## src/rtl/micro_sequencer.sv

```systemverilog
// Microprogram sequencer: fetch/decode/exec control, next-address selection
// and a small return stack for microsubroutine call/return.
module micro_sequencer #(
  parameter int AW          = 5,
  parameter int STACK_DEPTH = 2,
  parameter int FETCH_ADDR  = 0
) (
  input  logic          clk,
  input  logic          rst,
  input  logic          ins_valid,
  output logic          ir_load,
  input  logic [AW-1:0] ib,
  input  logic [AW-1:0] sb,
  input  logic [2:0]    seq_op,
  input  logic [AW-1:0] br_addr,
  input  logic          zero_flag,
  input  logic          mem_wait,
  output logic [AW-1:0] upc,
  output logic          upc_valid,
  output logic          busy,
  output logic          stk_ovf,
  output logic          stk_unf
);

  localparam int SPW = $clog2(STACK_DEPTH + 1);
  localparam logic [AW-1:0]  FA   = AW'(FETCH_ADDR);
  localparam logic [SPW-1:0] FULL = SPW'(STACK_DEPTH);

  typedef enum logic [1:0] {FETCH, DECODE, EXEC} state_t;

  localparam logic [2:0] OP_INC = 3'b000, OP_JMP = 3'b001, OP_DIB = 3'b010,
                         OP_DSB = 3'b011, OP_BZ  = 3'b100, OP_CALL = 3'b101,
                         OP_RET = 3'b110, OP_END = 3'b111;

  state_t         state, state_n;
  logic [AW-1:0]  upc_n, upc_inc, pop_data;
  logic [SPW-1:0] sp, sp_n;
  logic           ovf_n, unf_n, push;
  logic           fetch_q;
  logic [AW-1:0]  stack [STACK_DEPTH];

  assign upc_inc = upc + 1'b1;

  // fetch_q is a dedicated flop so ir_load never sees a state-decode glitch
  assign ir_load = rst & fetch_q & ins_valid;

  always_comb begin
    pop_data = '0;
    for (int i = 0; i < STACK_DEPTH; i++)
      if (sp == SPW'(i + 1)) pop_data = stack[i];
  end

  always_comb begin
    state_n = state;
    upc_n   = upc;
    sp_n    = sp;
    ovf_n   = stk_ovf;
    unf_n   = stk_unf;
    push    = 1'b0;
    case (state)
      FETCH: begin
        upc_n = FA;
        if (ins_valid) state_n = DECODE;
      end
      DECODE: begin
        upc_n   = ib;
        state_n = EXEC;
      end
      EXEC: begin
        if (!mem_wait) begin
          case (seq_op)
            OP_INC: upc_n = upc_inc;
            OP_JMP: upc_n = br_addr;
            OP_DIB: upc_n = ib;
            OP_DSB: upc_n = sb;
            OP_BZ:  upc_n = zero_flag ? br_addr : upc_inc;
            OP_CALL: begin
              upc_n = br_addr;
              if (sp == FULL) ovf_n = 1'b1;
              else begin
                push = 1'b1;
                sp_n = sp + 1'b1;
              end
            end
            OP_RET: begin
              if (sp == '0) begin
                upc_n   = FA;
                state_n = FETCH;
                unf_n   = 1'b1;
              end else begin
                upc_n = pop_data;
                sp_n  = sp - 1'b1;
              end
            end
            default: begin
              upc_n   = FA;
              sp_n    = '0;
              state_n = FETCH;
            end
          endcase
        end
      end
      default: begin
        upc_n   = FA;
        state_n = FETCH;
      end
    endcase
  end

  always_ff @(posedge clk or negedge rst) begin
    if (!rst) begin
      state     <= FETCH;
      upc       <= FA;
      sp        <= '0;
      stk_ovf   <= 1'b0;
      stk_unf   <= 1'b0;
      upc_valid <= 1'b0;
      busy      <= 1'b0;
      fetch_q   <= 1'b1;
    end else begin
      state     <= state_n;
      upc       <= upc_n;
      sp        <= sp_n;
      stk_ovf   <= ovf_n;
      stk_unf   <= unf_n;
      upc_valid <= (state_n == EXEC);
      busy      <= (state_n != FETCH);
      fetch_q   <= (state_n == FETCH);
    end
  end

  // Contents need no reset: sp alone defines which entries are live
  always_ff @(posedge clk) begin
    for (int i = 0; i < STACK_DEPTH; i++)
      if (push && sp == SPW'(i)) stack[i] <= upc_inc;
  end

endmodule

```

## config.mk

```make
export PLATFORM = sky130hd
export DESIGN_NAME = micro_sequencer
export DESIGN_NICKNAME = d
export VERILOG_FILES = /design/src/rtl/micro_sequencer.sv
export SDC_FILE = /design/constraint.sdc
export NUM_CORES = 1
export LEC_CHECK = 0
export CORE_UTILIZATION = 54
export DETAILED_ROUTE_END_ITERATION = 12
export HOLD_SLACK_MARGIN = 0.06
export PLACE_DENSITY = 0.84
export SLEW_MARGIN = 20
export SYNTH_ARGS = -nofsm -noshare
export SYNTH_HDL_FRONTEND = slang
export SYNTH_SLANG_ARGS = --single-unit
```

## constraint.sdc

```tcl
create_clock -name clk -period 5.04 [get_ports clk]
set_input_delay 0.504 -clock clk [delete_from_list [all_inputs] [get_ports clk]]
set_output_delay 0.504 -clock clk [all_outputs]
set_load 0.1 [all_outputs]
```

# Word level (Yosys, flattened, before mapping)
# Memory sizes are Yosys's and may differ from the RTL's.
# Cells that the tools add are included.
# totals
register_bits	14
in_bits	23
out_inout_bits	10
latchBits	0
romBits	0
mem_bits_rw	10
elab_cells	70
n_memories	1
# op_classes
div	0
n_reduce_logical	14
bitwise	4
n_eq_ne	14
mux	26
magnitude_cmp	0
multipliers	0
addsub	3
n_shift	0
# mem_list
memory	words	word_bits	rd	rd_ports_with_merged_regs	write_ports	line	source
stack	2	5	2	0	1	40	logic [AW-1:0] stack [STACK_DEPTH];
# ops
cell	n
$mux W5	6
$pmux W5 S6	1
$pmux W2 S3	2
$mux W1	10
$mux W2	5
$pmux W5 S2	1
$reduce_or A5 Y1	2
$eq A3 B3 Y1 const B	3
$reduce_and A4 Y1	2
$eq A2 B2 Y1 const B	3
$eq A3 B2 Y1 const B	2
$logic_not A2 Y1	3
$ne A2 B2 Y1 const B	3
$reduce_or A6 Y1	1
$add A5 B1 Y5 const B	1
$reduce_and A5 Y1	1
$eq A2 B1 Y1 const B	2
$pmux W2 S2	1
$eq A3 B1 Y1 const B	1
$logic_not A3 Y1	1
$add A2 B1 Y2 const B	1
$and A1 B1 Y1	2
$logic_and A1 B1 Y1	2
$not A1 Y1	2
other kinds (3)	3

# Logic depth before layout (Yosys ltp)
# depth
ltp_word	10
ltp_mapped	7
ltp_nobuf	6

# Worst setup path after synthesis
# Ideal clock, no wire load.
# synth_path
path_kind	register to register
startpoint	register upc[0]
endpoint	register upc[1]
stages_incl_launch_ff	6
setup_time_ps	126
t_arrival_ps	1850
slack_ps	3063
cell_sequence	dfrtp_1 ha_1 mux2i_1 o31ai_1 a211oi_1 a21oi_1
# synth_via
elab_chain_cells	5
# synth_rtl
element	line	source
start, declared	18	output logic [AW-1:0] upc,
start signal, assigned	122	upc <= upc_n;
$add A5 B1 Y5 (*)	42	assign upc_inc = upc + 1'b1;
net upc_inc[1]	36	logic [AW-1:0] upc_n, upc_inc, pop_data;
$mux W5	76	OP_BZ: upc_n = zero_flag ? br_addr : upc_inc;
$pmux W5 S6 (*)	71	case (seq_op)
$mux W5 (*)	70	if (!mem_wait) begin
$pmux W5 S2 (*)	60	case (state)
# Mark *: on every way through the listed nets, which the timed path passes. The rest lies on a longest branch. The select of a mux whose other input is x is not followed.
# A chain may end at the register's enable or synchronous reset.

# Worst setup path after layout
# layout_path
startpoint	input rst
endpoint	output ir_load
# layout_via
elab_chain_cells	2
# layout_rtl
element	line	source
start, declared	9	input logic rst,
$and A1 B1 Y1 (2 in series)	45	assign ir_load = rst & fetch_q & ins_valid;
end, declared	11	output logic ir_load,
# No other way between the ends.

==> summary.md <==
| Metric | Value |
|---|---|
| Status | completed |
| RSZ-0062 raised after global routing | false |
| DRT antenna net count | 0 |
| Die Y | 54.93 um |
| Via count | 1324 |
| Initial antenna violation count | 0 |
| Peak supply drop | 0.0005379 V |
| Worst-path clk slew | 150 ps |
| Tot GR Track Use | 27.92% |
| Setup repair bufs after CTS | 0 |
| Final period util | 59.73% |
| Global route overflow | 0 |
| Worst path slowest cell | clkdlybuf4s50_1 |
| Layout Skew | 12.87 ps |
| Max Freq | 332.2 MHz |
| Post-route design area | 1888 um^2 |
| P&R area growth vs syn | 24.81% |
| Most frequent CP cell | clkdlybuf4s50_1 |
| Endpoint class of the critical path | output port |
| Core box area | 2567 um^2 |
| FF-to-FF setup slack | 3000 ps |
| Cts hold-fix bufs | 0 |
| Final hold vios | 0 |
| Setup TNS | 0 ps |
| Crit path depth | 4 |
| Ant. Diodes | 0 |
| Syn_area_per_cell | 9.887 um^2 |
| HPWL after DPL | 2851 um |
| Yosys warnings | 0 |
| Layout cells sized above 1 | 7.609% |
| Drt first pass iters | 4 |
| Final Max Slew Viols | 0 |
| Slew @ Worst Pin | 979.2 ps |
| Worst slew margin | 34.51% |
| IO buf count | 32 |
| Max stage delay on crit path | 1130 ps |
| Commonest non-fill, non-tap cells in the layout | 32 x clkdlybuf4s50_1, 14 x inv_1, 13 x nand3_1, 13 x dfrtp_1, 10 x edfxtp_1 |
| Post-synth cell types | 43 |
| Post-Syn Area | 1513 um^2 |
| Worst-path cell chain | clkdlybuf4s50_1 -> buf_4 -> and3_1 -> clkdlybuf4s50_1 |
| Num ports | 33 |
| Post-placement cell area | 1836 um^2 |
| Critical path class | in2out |
| Max-Cap Viols | 0 |
| Die ar. | 3017 um^2 |
| Drc violations | 0 |
| Delay-heaviest family, CP | buffers and inverters |
| Leakage | 0.0007723 uW |
| Sequential area share after synthesis | 43.09% |
| H-tree Lvls | 1 |
| Clock latency on the worst-skew pair | 330 ps |
| CTS sink cnt | 24 |
| Mapped Cells | 153 |
| Worst hold path type | in2async |
| Post-layout util | 73.54% |
| #FFs+latches synth | 24 |
| Crit Reg-Reg Startpoint | state[0]$_DFF_PN0_ |
| Syn nets | 184 |
| Critical path startpoint category | input port |
| CTS tree | yes |
| Area of the multi-input gates | 765.7 um^2 |
| Crit path DAT | 2510 ps |
| GP Congestion | 0.8433 |
| Minimum clock period | 3011 ps |
| Total clock buffers created by CTS | 3 |
| PwrDens | 493.1 nW/um^2 |
| Reg area | 651.9 um^2 |
| WHS | 466.4 ps |
| Buf+Inv Stages, Crit Path | 3 |
| First-pass GRT wire length | 5878 um |
| Site Rows | 18 |
| Initial Util | 58.92% |
| Clk root buf | clkbuf_4 |
| Worst Path Required | 4540 ps |
| Largest net degree at the start of global routing | 16 |
| Post-CTS resize count | 0 |
| Final Setup Violations | 0 |
| Commonest non-fill, non-tap cell in the layout | clkdlybuf4s50_1 |
| Final WL | 3740 um |
| DR WL/cell | 17.48 um |
| # fillers | 195 |
| Nets | 216 |
| R2R depth | 6 |
| Vias in the first global route | 1264 |
| Vias/cell | 6.187 |
| Die W | 54.93 um |
| Worst reg2reg path endpoint | stack[0][0]$_DFFE_PP_ |
| CTS Buffer Depth | 2 |
| Iter 0 DRT Violations | 60 |
| Worst Path Max Fanout | 15 |
==> worst register-to-register path, cell delays in order (launching register included) <==
cell and delay, ps:
dfrtp_1 450, inv_1 110, ha_1 280, nor2b_4 210
nand2_1 150, nor3_1 240, and2_1 300
==> power by group <==
group	switching, uW	internal [uW]	leakage [uW]
sequential	35.9	253	0.000268
combinational	339	161	0.000476
clock	62.2	80.5	0.0000279
total	437	494	0.000772
==> sequential cells by signal, indices dropped and copies added (netlist names) <==
signal and cells:
busy 1, upc 5, stack 10, stk_unf 1
state 2, stk_ovf 1, upc_valid 1, sp 2
fetch_q 1
==> kinds of logic (layout without fill, tap and decap cells) <==
kind of cell	after synthesis	in the layout	synth area share, %
flip-flops	24	24	43.09
AND/OR/NAND/NOR	45	45	16.29
adder cells (fa/ha/maj)	8	8	6.617
buffers and inverters	20	51	6.285
AO/OA/AOI/OAI	44	44	19.77
multiplexers	8	8	5.624
XOR/XNOR	4	4	2.316
==> worst max-delay path by stage <==
| stage | slack, ps | end | start |
|---|---|---|---|
| floorplan | 3060 | upc[1]$_DFFE_PN0P_ | upc[0]$_DFFE_PN0P_ |
| global placement | 2040 | ir_load | rst |
| detailed placement | 2020 | ir_load | rst |
| CTS | 2010 | ir_load | rst |
| global route | 1930 | ir_load | rst |
| finish | 2030 | ir_load | rst |
==> synthesized netlist by cell type, drive strengths merged <==
cell type   n  area, um^2
a2bb2oi     1       8.760
a211oi      3       22.52
nor2        9       33.78
buf         6       42.53
nor3        3       20.02
nand3b      1       7.510
and3        5       36.28
o22ai       1       6.260
o2bb2ai     1       8.760
dfstp       1       26.28
a21oi       9       48.80
dfrtp      13       325.3
a22o        4       35.03
o21ba       1       10.01
xnor2       3       26.28
o21bai      2       15.01
o311ai      1       8.760
mux2        1       15.01
a221oi      4       35.03
nand2       5       18.77
edfxtp     10       300.3
o21ai      11       58.81
mux2i       7       70.07
ha          8       100.1
a31oi       3       18.77
o31ai       3       22.52
xor2        1       8.760
nand2b      2       12.51
nand3      13       65.06
or2b        1       7.510
or2         1       6.260
nor2b       2       20.02
and2        3       18.77
inv        14       52.55
==> cell type report <==
cell class	instances	area share, %
Clock buffer	3	1.193
Clock inverter	1	1.590
Inverter	14	2.783
Multi-Input combinational cell	109	40.56
Sequential cell	24	34.53
Tap cell	30	1.988
Timing Repair Buffer	33	17.36
==> stage by stage <==
step                      setup slack [ps]  total power (uW)  std cells
after floorplan                       3063             654.4        153
after global placement                2044             770.5        210
after detailed placement              2018             785.2        210
after CTS                             2011             928.6        214
after global routing                  1930             974.1        214
final                                 2029             931.1        214
==> per-layer routing <==
layer	routed length [um]	global-route usage, %	part of all wire (%)
met1	1554	35.64	42
met2	1933	49.20	52
met3	220	3.825	5.9
met4	31	7.500	0.83
met5	0	0	0
Power figures use the tool's default switching activity.
